### src/rtl/exp_aligner_pkg.sv
// Shared types and defaults for the FP exponent alignment stage.
package exp_aligner_pkg;

   localparam int unsigned EXP_SIZE_DEF  = 8;
   localparam int unsigned MANT_SIZE_DEF = 24;

   // Exponent comparator result on (a, b)
   typedef enum logic [1:0] {
      CMP_EQUAL = 2'b00,   // a == b
      CMP_GREAT = 2'b01,   // b larger
      CMP_SMALL = 2'b10    // a larger
   } cmp_t;

   // Aligner control states
   typedef enum logic [1:0] {
      ST_IDLE  = 2'd0,
      ST_SHIFT = 2'd1,
      ST_DONE  = 2'd2
   } state_t;

endpackage : exp_aligner_pkg

### src/rtl/exp_aligner_cmp.sv
// Unsigned exponent comparator producing a two-bit ordering code.
module exp_aligner_cmp
   import exp_aligner_pkg::*;
#(
   parameter int unsigned SIZE = EXP_SIZE_DEF
) (
   input  logic [SIZE-1:0] a,
   input  logic [SIZE-1:0] b,
   output cmp_t            cmp_c
);

   // Order the two exponents as unsigned integers
   always_comb begin
      cmp_c = CMP_EQUAL;
      if (a < b) begin
         cmp_c = CMP_GREAT;
      end else if (a > b) begin
         cmp_c = CMP_SMALL;
      end
   end

endmodule : exp_aligner_cmp

### src/rtl/exp_aligner.sv
// Sequential alignment stage: shifts the smaller operand right one bit per
// cycle with guard/round/sticky accumulation, then hands both mantissas and
// the common exponent downstream over a valid/ack handshake.
module exp_aligner
   import exp_aligner_pkg::*;
#(
   parameter int unsigned EXP_SIZE  = EXP_SIZE_DEF,
   parameter int unsigned MANT_SIZE = MANT_SIZE_DEF,
   localparam int unsigned EXT_W    = MANT_SIZE + 3,
   localparam int unsigned CNT_W    = $clog2(EXT_W + 1)
) (
   input  logic                 in_clk,
   input  logic                 in_rst_n,
   input  logic                 in_valid,
   output logic                 out_ready,
   input  logic [EXP_SIZE-1:0]  in_exp_A,
   input  logic [MANT_SIZE-1:0] in_mant_A,
   input  logic [EXP_SIZE-1:0]  in_exp_B,
   input  logic [MANT_SIZE-1:0] in_mant_B,
   output logic                 out_valid,
   input  logic                 in_ack,
   output logic [EXP_SIZE-1:0]  out_exp,
   output logic [EXT_W-1:0]     out_mant_A,
   output logic [EXT_W-1:0]     out_mant_B
);

   state_t              state;
   state_t              state_nxt;
   cmp_t                cmp_c;
   logic [EXP_SIZE-1:0] diff_c;
   logic [EXP_SIZE-1:0] exp_big_c;
   logic [CNT_W-1:0]    load_cnt_c;
   logic                accept_c;
   logic                valid_nxt;
   logic                ready_nxt;
   logic [CNT_W-1:0]    cnt;
   logic                shift_a;
   logic                shift_b;

   exp_aligner_cmp #(
      .SIZE (EXP_SIZE)
   ) u_cmp (
      .a     (in_exp_A),
      .b     (in_exp_B),
      .cmp_c (cmp_c)
   );

   assign accept_c = (state == ST_IDLE) && in_valid && out_ready;

   // Larger exponent, non-wrapping difference and clamped shift count
   always_comb begin
      diff_c    = '0;
      exp_big_c = in_exp_A;
      case (cmp_c)
         CMP_GREAT: begin
            diff_c    = in_exp_B - in_exp_A;
            exp_big_c = in_exp_B;
         end
         CMP_SMALL: diff_c = in_exp_A - in_exp_B;
         default:   diff_c = '0;
      endcase
      load_cnt_c = (32'(diff_c) >= 32'(EXT_W)) ? CNT_W'(EXT_W) : CNT_W'(diff_c);
   end

   // State register
   always_ff @(posedge in_clk or negedge in_rst_n) begin
      if (!in_rst_n) begin
         state <= ST_IDLE;
      end else begin
         state <= state_nxt;
      end
   end

   // Next-state logic
   always_comb begin
      state_nxt = state;
      case (state)
         ST_IDLE: begin
            if (accept_c) begin
               state_nxt = (load_cnt_c == '0) ? ST_DONE : ST_SHIFT;
            end
         end
         ST_SHIFT: begin
            if (cnt == CNT_W'(1)) begin
               state_nxt = ST_DONE;
            end
         end
         ST_DONE: begin
            if (in_ack) begin
               state_nxt = ST_IDLE;
            end
         end
         default: state_nxt = ST_IDLE;
      endcase
   end

   // Handshake outputs follow the state being entered so they register with it
   always_comb begin
      valid_nxt = 1'b0;
      ready_nxt = 1'b0;
      case (state_nxt)
         ST_IDLE: ready_nxt = 1'b1;
         ST_DONE: valid_nxt = 1'b1;
         default: begin
            valid_nxt = 1'b0;
            ready_nxt = 1'b0;
         end
      endcase
   end

   // Handshake output registers
   always_ff @(posedge in_clk or negedge in_rst_n) begin
      if (!in_rst_n) begin
         out_valid <= 1'b0;
         out_ready <= 1'b1;
      end else begin
         out_valid <= valid_nxt;
         out_ready <= ready_nxt;
      end
   end

   // Operand load on accept, then one sticky right-shift per SHIFT cycle
   always_ff @(posedge in_clk or negedge in_rst_n) begin
      if (!in_rst_n) begin
         out_exp    <= '0;
         out_mant_A <= '0;
         out_mant_B <= '0;
         cnt        <= '0;
         shift_a    <= 1'b0;
         shift_b    <= 1'b0;
      end else if (accept_c) begin
         out_exp    <= exp_big_c;
         out_mant_A <= {in_mant_A, 3'b000};
         out_mant_B <= {in_mant_B, 3'b000};
         cnt        <= load_cnt_c;
         shift_a    <= (cmp_c == CMP_GREAT);
         shift_b    <= (cmp_c == CMP_SMALL);
      end else if (state == ST_SHIFT) begin
         cnt <= cnt - CNT_W'(1);
         if (shift_a) begin
            out_mant_A <= {1'b0, out_mant_A[EXT_W-1:2], out_mant_A[1] | out_mant_A[0]};
         end
         if (shift_b) begin
            out_mant_B <= {1'b0, out_mant_B[EXT_W-1:2], out_mant_B[1] | out_mant_B[0]};
         end
      end
   end

endmodule : exp_aligner

### config.mk
export PLATFORM = sky130hd
export DESIGN_NAME = exp_aligner
export DESIGN_NICKNAME = d
export VERILOG_FILES = /design/src/rtl/exp_aligner_pkg.sv /design/src/rtl/exp_aligner_cmp.sv /design/src/rtl/exp_aligner.sv
export SDC_FILE = /design/constraint.sdc
export NUM_CORES = 1
export LEC_CHECK = 0
export BUFFER_PORTS_ARGS = -buffer_cell sky130_fd_sc_hd__buf_4
export CAP_MARGIN = 10
export CORE_ASPECT_RATIO = 0.6
export CORE_MARGIN = 2
export CORE_UTILIZATION = 52
export DETAILED_ROUTE_END_ITERATION = 16
export PLACE_DENSITY = 0.81
export SYNTH_ARGS = -nofsm -noshare
export SYNTH_HDL_FRONTEND = slang
export SYNTH_SLANG_ARGS = --single-unit
### constraint.sdc
create_clock -name in_clk -period 2.47 [get_ports in_clk]
set_input_delay 0.1235 -clock in_clk [delete_from_list [all_inputs] [get_ports in_clk]]
set_output_delay 0.1235 -clock in_clk [all_outputs]
set_load 0.005 [all_outputs]
==> flow_summary.json <==
{
  "rsz0062_at_grt": "no",
  "io_pins": 132,
  "grt_pass1_vias": 3887,
  "multi_input_area_sq_um": 2170,
  "clock.fmax_mhz": 432,
  "fin_hold_ws_ps": 27.1,
  "synth_fa_ha_area_share_pct": 5.96,
  "num_rows": 25,
  "cts_tree": "yes",
  "status": "finished clean",
  "slowest_stage": "or4_1",
  "clk_latency_ps": 330,
  "placed_area_sq_um": 5510,
  "path_cells": "buf_4, inv_1, ha_1, inv_1, fa_2, a21o_1, or4_1, a32o_2, o31ai_4, nand2_2, o32a_1",
  "antenna_found_initial": 0,
  "first_pass_iters": 5,
  "r2r-end": "out_mant_A[22]$_DFFE_PN0P_",
  "seqCellArea_sq_um": 1830,
  "finalNetCount": 764,
  "wl_per_cell_um": 15.2,
  "required_ps": 2680,
  "die_x_um": 121,
  "grt_use_total_pct": 27.2,
  "fp.dieH_um": 74.0,
  "synth_edf_count": 0,
  "drv_slew": 0,
  "synth_compound_area_share_pct": 19.1,
  "ys_seq_area_share_pct": 43.1,
  "syn_nets": 620,
  "finalWorstPathRequiredPeriod_ps": 2310,
  "gp_congestion": 0.964,
  "path_clk_slew_ps": 60,
  "drv_cap": 0,
  "portBuffers": 131,
  "crit_path_max_incr_delay_ps": 460,
  "n_antenna_cell": 0,
  "skew_ps": 3.75,
  "final_layout_size_suffix_gt1_share_pct": 28.0,
  "r2r_start": "out_ready$_DFF_PN1_",
  "hp-class": "in -> reg",
  "dp_hpwl_um": 8570,
  "synthMuxAreaShare_pct": 0.501,
  "crit_fanout": 3,
  "yosys_register_bits": 73,
  "holdPathEnd": "out_mant_A[26]$_DFFE_PN0P_",
  "worst-setup-path-type": "in -> reg",
  "overflow": 0,
  "worst_path_most_repeated_cell": "inv_1",
  "htreeDepth": 3,
  "stdcell_area_sq_um": 5880,
  "drc": 0,
  "synth_area_per_cell_sq_um": 7.96,
  "startpoint": "in_exp_B[0]",
  "worst_ep_arrival_time_ps": 2530,
  "p_leak_nw": 2.83,
  "syn_to_final_growth_pct": 38.5,
  "hold_viol_final": 0,
  "wl_um": 12000,
  "clock-root-buffer": "clkbuf_16",
  "fillers": 595,
  "grt_max_degree": 74,
  "relSlewSlack_pct": 37.5,
  "setup.worst_path.start_class": "input pin",
  "core_sq_um": 7880,
  "hold_depth": 3,
  "vias_per_cell": 5.45,
  "cts_buffers": 9,
  "clk_path_buf_depth": 2,
  "power_density_nw_per_um2": 1070,
  "drt_iter0_drc": 444,
  "grt_pass1_wl_um": 19100,
  "peakVddDrop_uv": 810,
  "holdCritStartpoint": "in_mant_A[23]",
  "final-setup-viol-count": 0,
  "initial_core_util_pct": 53.8,
  "reg2regPathDepth": 6,
  "synthCells": 533,
  "synth_ff_type": "dfrtp_1",
  "worst_slew_pin_slew_ps": 938,
  "synth-simple-area-share_pct": 24.2,
  "synth_area_sq_um": 4240,
  "synth_top_family_by_area": "simple AND/OR/NAND/NOR gates",
  "ys_warn_count": 0,
  "post_cts_buffers": 0,
  "worst_setup_path_end_kind": "register",
  "synth.distinct_cells": 53,
  "vias": 4303,
  "reg2reg_slack_ps": 390,
  "cts.sinks": 73,
  "dieArea_sq_um": 8920,
  "ant_nets": 0,
  "synth_async_sr_flop_share_pct": 100,
  "finalCritPeriodShare_pct": 93.7,
  "synth_xor_xnor_area_share_pct": 1.24
}
## cell usage in the layout, fill, tap and decap left out, types with 3 or more instances in the layout
cell       count
buf_4        163
nor2_1        70
nor3_1         3
nand3_1       18
xor2_1         3
xnor2_1        3
nand3b_1       3
a21o_1         3
nand2_1      129
inv_1         30
ha_1          17
a21oi_1       19
bufinv_16      3
dfrtp_1       72
nand4_1        3
or3_1          3
o211ai_1       8
a31oi_1       54
clkbuf_16      9
o21ai_0       17
## state kept, by name (all words and copies together), names as in the netlist
signal / cells
out_ready: 1
out_exp: 8
out_mant_A: 27
out_mant_B: 27
state: 2
shift_b: 1
cnt: 5
out_valid: 1
shift_a: 1
## final cells by class
cell class / count / share of cell area (%)
sequential: 73 / 31.1
multi-input combinational: 396 / 37.0
inverter: 30 / 1.92
clock buffer: 10 / 3.90
tap: 108 / 2.30
clock inverter: 6 / 1.96
timing repair buffer: 167 / 21.8
## cells by family after synthesis
logic type      count (synthesis)
simple gates                  246
compound gates                123
flops                          73
buf+inv                        64
fa+ha+maj                      19
xor+xnor                        6
mux                             2
## per-stage QoR
stage,util [%],std cells,setup WS [ps],TNS [ps],power (W)
detailed placement,69.9,772,-187,-1170,0.00475
floorplan,-,533,49.7,0,0.00349
finish,74.6,790,155,0,0.00627
global route,74.6,790,53.0,0,0.00674
CTS,74.6,790,163,0,0.00630
global placement,69.9,772,-125,-618,0.00466
## critical path: cells and delay by family
family | cells | cell delay, ps
AO/OA/AOI/OAI | 4 | 1130
adder cells (fa/ha/maj) | 2 | 490
buffers and inverters | 3 | 230
AND/OR/NAND/NOR | 2 | 560
## report_power, final
| part | internal (W) | switching (W) |
|---|---|---|
| sequential | 0.00171 | 0.000411 |
| combinational | 0.00132 | 0.00132 |
| clock | 0.000992 | 0.000508 |
| total | 0.00403 | 0.00224 |
## repair_timing
item                      in CTS  in global routing
hold buffers                   2                  0
gates resized for setup        0                  0
hold endpoints to repair      73                  0
## metal layers
| layer | GRT usage (%) | part of all wire (%) | vias to the layer above |
|---|---|---|---|
| li1 | - | - | 2118 |
| met1 | 39.3 | 48 | 2008 |
| met2 | 40.9 | 43 | 170 |
| met3 | 8.82 | 9.0 | 7 |
| met4 | 4.78 | 0.67 | 0 |
| met5 | 0 | 0 | - |
## how the worst max path moves through the flow
| stage | end | cells after the start |
|---|---|---|
| finish | cnt[0]$_DFFE_PN0P_ | 11 |
| global route | state[0]$_DFF_PN0_ | 13 |
| floorplan | cnt[1]$_DFFE_PN0P_ | 10 |
| CTS | cnt[0]$_DFFE_PN0P_ | 11 |
| detailed placement | cnt[0]$_DFFE_PN0P_ | 11 |
| global placement | cnt[1]$_DFFE_PN0P_ | 11 |
## cells in the mapped netlist, drive strengths merged (4+ instances only)
| cell type | instances | area (sq um) |
|---|---|---|
| a21oi | 19 | 95.1 |
| a31oi | 54 | 338 |
| buf | 5 | 30.0 |
| clkbuf | 29 | 109 |
| dfrtp | 72 | 1800 |
| ha | 17 | 213 |
| inv | 30 | 113 |
| nand2 | 131 | 497 |
| nand3 | 18 | 90.1 |
| nor2 | 70 | 263 |
| nor3 | 4 | 20.0 |
| o211ai | 8 | 60.1 |
| o21ai | 17 | 85.1 |
| or3 | 4 | 25.0 |
Power figures use the tool's default switching activity.
